--- config.mk ---
export PLATFORM = sky130hd
export DESIGN_NAME = multi_way_traffic_controller
export DESIGN_NICKNAME = d
export VERILOG_FILES = /design/src/rtl/multi_way_traffic_controller_pkg.sv /design/src/rtl/multi_way_traffic_controller_rr_pick.sv /design/src/rtl/multi_way_traffic_controller.sv
export SDC_FILE = /design/constraint.sdc
export NUM_CORES = 1
export LEC_CHECK = 0
export BUFFER_PORTS_ARGS = -buffer_cell sky130_fd_sc_hd__buf_2
export CAP_MARGIN = 20
export CELL_PAD_IN_SITES_DETAIL_PLACEMENT = 1
export CELL_PAD_IN_SITES_GLOBAL_PLACEMENT = 1
export CORE_MARGIN = 2
export CORE_UTILIZATION = 41
export DETAILED_ROUTE_END_ITERATION = 12
export GPL_TIMING_DRIVEN = 1
export HOLD_SLACK_MARGIN = 0.03
export PLACE_DENSITY_LB_ADDON = 0.2
export SETUP_SLACK_MARGIN = 0.1
export SYNTH_ARGS = -nofsm -noshare
export SYNTH_HDL_FRONTEND = slang
export SYNTH_SLANG_ARGS = --single-unit
--- constraint.sdc ---
create_clock -name CLK -period 2.6 [get_ports CLK]
set_input_delay 0.26 -clock CLK [delete_from_list [all_inputs] [get_ports CLK]]
set_output_delay 0.26 -clock CLK [all_outputs]
set_load 0.05 [all_outputs]
--- src/rtl/multi_way_traffic_controller_pkg.sv ---
// Shared phase encodings and lamp patterns for the N-way intersection controller.
package tlc_pkg;

    typedef enum logic [1:0] {
        PH_GREEN  = 2'b00,
        PH_YELLOW = 2'b01,
        PH_ALLRED = 2'b10
    } phase_e;

    localparam logic [2:0] LAMP_RED = 3'b100;
    localparam logic [2:0] LAMP_YEL = 3'b010;
    localparam logic [2:0] LAMP_GRN = 3'b001;

endpackage

--- src/rtl/multi_way_traffic_controller_rr_pick.sv ---
// Round-robin search: first pending way after active_way, wrapping modulo NUM_WAYS.
module tlc_rr_pick #(
    parameter int NUM_WAYS = 4,
    parameter int AW       = $clog2(NUM_WAYS)
) (
    input  logic [NUM_WAYS-1:0] pending_i,
    input  logic [AW-1:0]       active_way_i,
    output logic [AW-1:0]       next_way_o,
    output logic                found_o
);

    logic [AW:0] sum;

    // Walk from the farthest candidate back to the nearest so the nearest wins.
    always_comb begin
        found_o    = 1'b0;
        next_way_o = active_way_i;
        sum        = '0;
        for (int k = NUM_WAYS - 1; k >= 1; k--) begin
            sum = {1'b0, active_way_i} + (AW+1)'(k);
            if (sum >= (AW+1)'(NUM_WAYS))
                sum = sum - (AW+1)'(NUM_WAYS);
            if (pending_i[sum[AW-1:0]]) begin
                found_o    = 1'b1;
                next_way_o = sum[AW-1:0];
            end
        end
    end

endmodule

--- src/rtl/multi_way_traffic_controller.sv ---
// N-way round-robin traffic light controller; emergency preemption when TLC_PREEMPT_EN is defined.
module multi_way_traffic_controller
    import tlc_pkg::*;
#(
    parameter int NUM_WAYS  = 4,
    parameter int CNT_W     = 8,
    parameter int GREEN_MIN = 24,
    parameter int YELLOW_T  = 4,
    parameter int ALLRED_T  = 1
) (
    input  logic                        CLK,
    input  logic                        RESET,
`ifdef TLC_PREEMPT_EN
    input  logic                        preempt,
    input  logic [$clog2(NUM_WAYS)-1:0] preempt_way,
`endif
    input  logic [NUM_WAYS-1:0]         car_req,
    output logic [3*NUM_WAYS-1:0]       lights,
    output logic [$clog2(NUM_WAYS)-1:0] active_way,
    output logic [1:0]                  phase
);

    localparam int AW = $clog2(NUM_WAYS);
    localparam logic [CNT_W-1:0] T_GRN = CNT_W'(GREEN_MIN - 1);
    localparam logic [CNT_W-1:0] T_YEL = CNT_W'(YELLOW_T - 1);
    localparam logic [CNT_W-1:0] T_ALR = CNT_W'(ALLRED_T - 1);

    phase_e              phase_q;
    logic [AW-1:0]       way_q, next_q;
    logic [CNT_W-1:0]    timer_q;
    logic [NUM_WAYS-1:0] pending_q, pending_d;

    logic [NUM_WAYS-1:0] act_oh, req_eff;
    logic [AW-1:0]       pick_way, enter_way;
    logic                found, expired, enter_green;
    logic                preempt_go, preempt_hold;

    always_comb begin
        act_oh      = NUM_WAYS'(1) << way_q;
        // Same-cycle requests count so a held green yields on the very next edge.
        req_eff     = (pending_q | car_req) & ~act_oh;
        expired     = (timer_q == '0);
        enter_way   = next_q;
        preempt_go  = 1'b0;
        preempt_hold = 1'b0;
`ifdef TLC_PREEMPT_EN
        if (preempt) begin
            enter_way    = preempt_way;
            preempt_go   = (preempt_way != way_q);
            preempt_hold = (preempt_way == way_q);
        end
`endif
        enter_green = (phase_q == PH_ALLRED) && expired;
        pending_d   = pending_q | (car_req & ~((phase_q == PH_GREEN) ? act_oh : '0));
        if (enter_green)
            pending_d = pending_d & ~(NUM_WAYS'(1) << enter_way);
    end

    tlc_rr_pick #(
        .NUM_WAYS (NUM_WAYS),
        .AW       (AW)
    ) u_pick (
        .pending_i    (req_eff),
        .active_way_i (way_q),
        .next_way_o   (pick_way),
        .found_o      (found)
    );

    always_ff @(posedge CLK or negedge RESET) begin
        if (!RESET) begin
            phase_q   <= PH_GREEN;
            way_q     <= '0;
            next_q    <= '0;
            timer_q   <= T_GRN;
            pending_q <= '0;
        end else begin
            pending_q <= pending_d;
            case (phase_q)
                PH_GREEN: begin
                    if (preempt_go) begin
                        phase_q <= PH_YELLOW;
                        next_q  <= enter_way;
                        timer_q <= T_YEL;
                    end else if (!expired) begin
                        timer_q <= timer_q - 1'b1;
                    end else if (found && !preempt_hold) begin
                        phase_q <= PH_YELLOW;
                        next_q  <= pick_way;
                        timer_q <= T_YEL;
                    end
                end
                PH_YELLOW: begin
                    next_q <= enter_way;
                    if (!expired) begin
                        timer_q <= timer_q - 1'b1;
                    end else begin
                        phase_q <= PH_ALLRED;
                        timer_q <= T_ALR;
                    end
                end
                PH_ALLRED: begin
                    next_q <= enter_way;
                    if (!expired) begin
                        timer_q <= timer_q - 1'b1;
                    end else begin
                        phase_q <= PH_GREEN;
                        way_q   <= enter_way;
                        timer_q <= T_GRN;
                    end
                end
                default: begin
                    phase_q <= PH_GREEN;
                    timer_q <= T_GRN;
                end
            endcase
        end
    end

    assign phase      = phase_q;
    assign active_way = way_q;

    // Only the active way can ever leave red.
    always_comb begin
        lights = {NUM_WAYS{LAMP_RED}};
        for (int i = 0; i < NUM_WAYS; i++) begin
            if (way_q == AW'(i)) begin
                case (phase_q)
                    PH_GREEN:  lights[3*i +: 3] = LAMP_GRN;
                    PH_YELLOW: lights[3*i +: 3] = LAMP_YEL;
                    default:   lights[3*i +: 3] = LAMP_RED;
                endcase
            end
        end
    end

endmodule

==> impl_metrics.tcl <==
set metrics [dict create \
    die_w_um 57.9 \
    tightest_slew_ns 0.578 \
    synth_seq_area_share_pct 38.2 \
    synth_top_flop_cell "dfrtp_1" \
    r2r-end "enter_way[0]$_DFFE_PN0P_" \
    syn_inst 129 \
    startpoint_type "flop" \
    netlist_area_sq_mm 0.00119 \
    worst_setup_path_end_kind "flop" \
    power_density_mw_per_mm2 344 \
    wl_met3_um 75 \
    drc_errors 0 \
    via_count 1050 \
    grt_pass1_wl_mm 5.29 \
    p_switching_mw 0.103 \
    r2r_setup_slack_ns 0.25 \
    crit_fanout 10 \
    critPathSlowestCell "dfrtp_1" \
    dr.pass1.iters 4 \
    leakagePower_nw 0.634 \
    synth.avg_cell_area_sq_um 9.23 \
    reg2reg_depth 6 \
    start_util_pct 43.2 \
    synth_cell_types 41 \
    yosys-top-cells-count "nor2_1 (19), dfrtp_1 (14), nand2_1 (12)" \
    die_area_sq_mm 0.00335 \
    layout-drive-gt1-share_pct 26.8 \
    maxSlewHeadroom_pct 61.4 \
    ant_nets 0 \
    drt_iter0_drc 13 \
    clock.fmax_ghz 0.425 \
    synth_top_cell_by_area "dfrtp_1" \
    cts_sinks 18 \
    cts_root_buf "clkbuf_4" \
    met1Wirelength_mm 1.38 \
    async_flop_share_pct 100 \
    rsz0062_at_grt "no" \
    port_buffers 21 \
    crit_type "reg2reg" \
    final_hold_viol_count 0 \
    final_nets 166 \
    status "finished, final reports clean" \
    hold_end "pending_q[1]$_DFF_PN0_" \
    grt_usage_pct 21.0 \
    power.internal_mw 0.371 \
    first_global_vias 1075 \
    grt_max_degree 19 \
    num_rows 19 \
    timing.final.crit_share_pct 90.5 \
    min_period_ns 2.35 \
    clk_pin_slew_ns 0.11 \
    netlist_top_cells_area "dfrtp_1 (29%), dfstp_2 (8.8%), ha_1 (6.3%)" \
    crit_required_ns 2.79 \
    hold_depth 4 \
    synth.most_common_cell "nor2_1" \
    drt_wl_total_mm 3.11 \
    htreeDepth 1 \
    synth_nets 141 \
    insertion_delay_ns 0.30 \
    fin_setup_tns_ns 0 \
    viasPerCell 5.71 \
    overflow 0 \
    syn2layout_area_growth_pct 15.8 \
    ys_ff_latch 18 \
    drv_slew 0 \
    dr.max_layer_used "met4" \
    gp_congestion 0.897 \
    hp-start "car_req[1]" \
    antenna_found_initial 0 \
    r2r_start "active_way[0]$_DFFE_PN0P_" \
    tritoncts "done" \
    diodes 0 \
    clkPwrFrac_pct 38.2 \
    core-area_sq_mm 0.00276 \
    wl_met2_mm 1.58 \
    final_core_utilization_pct 50.0 \
    skew_ns 0.00586 \
    slowest_delay_ns 0.51 \
    combPwrFrac_pct 2.7 \
    dp_hpwl_mm 2.47 \
    cts_buffers 3 \
    die_h_um 57.9 \
    yosys.area.top_type_share_pct 29.4 \
    hold_path_class "in2reg" \
    worst_ep_arrival_time_ns 2.54 \
    ioPinCount 22 \
    routedWlPerCell_um 16.9 \
    cts_buffer_depth 2 \
    seqPwrFrac_pct 59.1 \
    swShare_pct 21.8 \
    synth-edff-count 0 \
    ys_warn_count 0 \
    drv_cap 0 \
    cts_setup_buffers 0 \
    cp_cell_sequence "ha_1, o21bai_1, mux2_4, and4_4, nor4b_4, mux2_1" \
    setup_viol 0 \
    irDropWorstVdd_v 0.000206 \
]
[final cells by class]
cell class | instances | area [sq um]
inverter | 7 | 26.3
clock buffer | 4 | 36.3
sequential | 18 | 457
multi-input combinational | 102 | 706
timing repair buffer | 22 | 115
tap | 31 | 38.8
fill | 343 | 1380
[kinds of logic after synthesis]
family | Yosys count | share of synthesized area, %
AND/OR/NAND/NOR | 57 | 26.8
AO/OA/AOI/OAI | 28 | 16.6
flip-flops | 18 | 38.2
buffers and inverters | 9 | 2.94
XOR/XNOR | 6 | 4.41
adder cells (fa/ha/maj) | 6 | 6.30
multiplexers | 5 | 4.73
[metrics by stage]
step	setup WS (ns)	area [sq um]	instances	hold WS, ns	total power, mW
2_1_floorplan	0.103	1200	129	-0.0356	0.287
3_3_place_gp	0.409	1330	179	0.214	0.297
3_5_place_dp	0.288	1330	179	0.220	0.298
4_1_cts	0.224	1380	184	0.337	0.477
5_1_grt	0.121	1380	184	0.339	0.495
6_report	0.248	1380	184	0.344	0.474
[sequential cells by signal, indices dropped and copies added (netlist names)]
name        count
active_way      2
enter_way       2
pending_q       4
phase           2
timer_q         8
[power groups by stage]
stage	registers (mW)	clock network [mW]	logic, mW
3_3_place_gp	0.285	0	0.0121
3_5_place_dp	0.285	0	0.0124
2_1_floorplan	0.285	0	0.00197
6_report	0.280	0.181	0.0129
4_1_cts	0.280	0.183	0.0135
5_1_grt	0.280	0.199	0.0150
[worst max-delay path by stage]
stage | from | end
final | active_way[0]$_DFFE_PN0P_ | enter_way[0]$_DFFE_PN0P_
after global routing | active_way[0]$_DFFE_PN0P_ | enter_way[0]$_DFFE_PN0P_
after CTS | active_way[1]$_DFFE_PN0P_ | enter_way[0]$_DFFE_PN0P_
after detailed placement | active_way[1]$_DFFE_PN0P_ | enter_way[0]$_DFFE_PN0P_
after global placement | active_way[0]$_DFFE_PN0P_ | enter_way[0]$_DFFE_PN0P_
after floorplan | active_way[0]$_DFFE_PN0P_ | pending_q[1]$_DFF_PN0_
[layout by cell type (no fill, tap or decap), types with 3 or more instances in the layout]
cell type	count
dfstp_2	4
xnor2_1	4
nor3_1	3
mux2i_1	3
clkbuf_4	3
nand2b_1	6
dfrtp_1	13
nor2_1	17
inv_1	6
nand2_1	12
nor2_2	3
o21ai_0	7
buf_2	21
o21bai_1	4
ha_1	6
a21oi_1	4
nor2b_1	4
[routing by layer]
layer  vias to the layer above  GRT usage [%]
li1                        504              -
met1                       516           27.6
met2                        23           35.2
met3                         7           1.56
met4                         0           9.63
met5                         -              0
[what timing repair did]
item / 4_1_cts / 5_1_grt
gates resized for setup: 0 / 0
endpoints found under the hold margin: 14 / 0
hold buffers: 1 / 0
[worst max-delay path, delay by kind of cell, from the launching register on]
kind	cells	cell delay [ns]
muxes	2	0.69
adders and majority gates	1	0.26
AOI/OAI and AO/OA	1	0.24
DFF	1	0.51
and+or+nand+nor	2	0.53
Note: power is estimated with default switching activity, not from simulation.
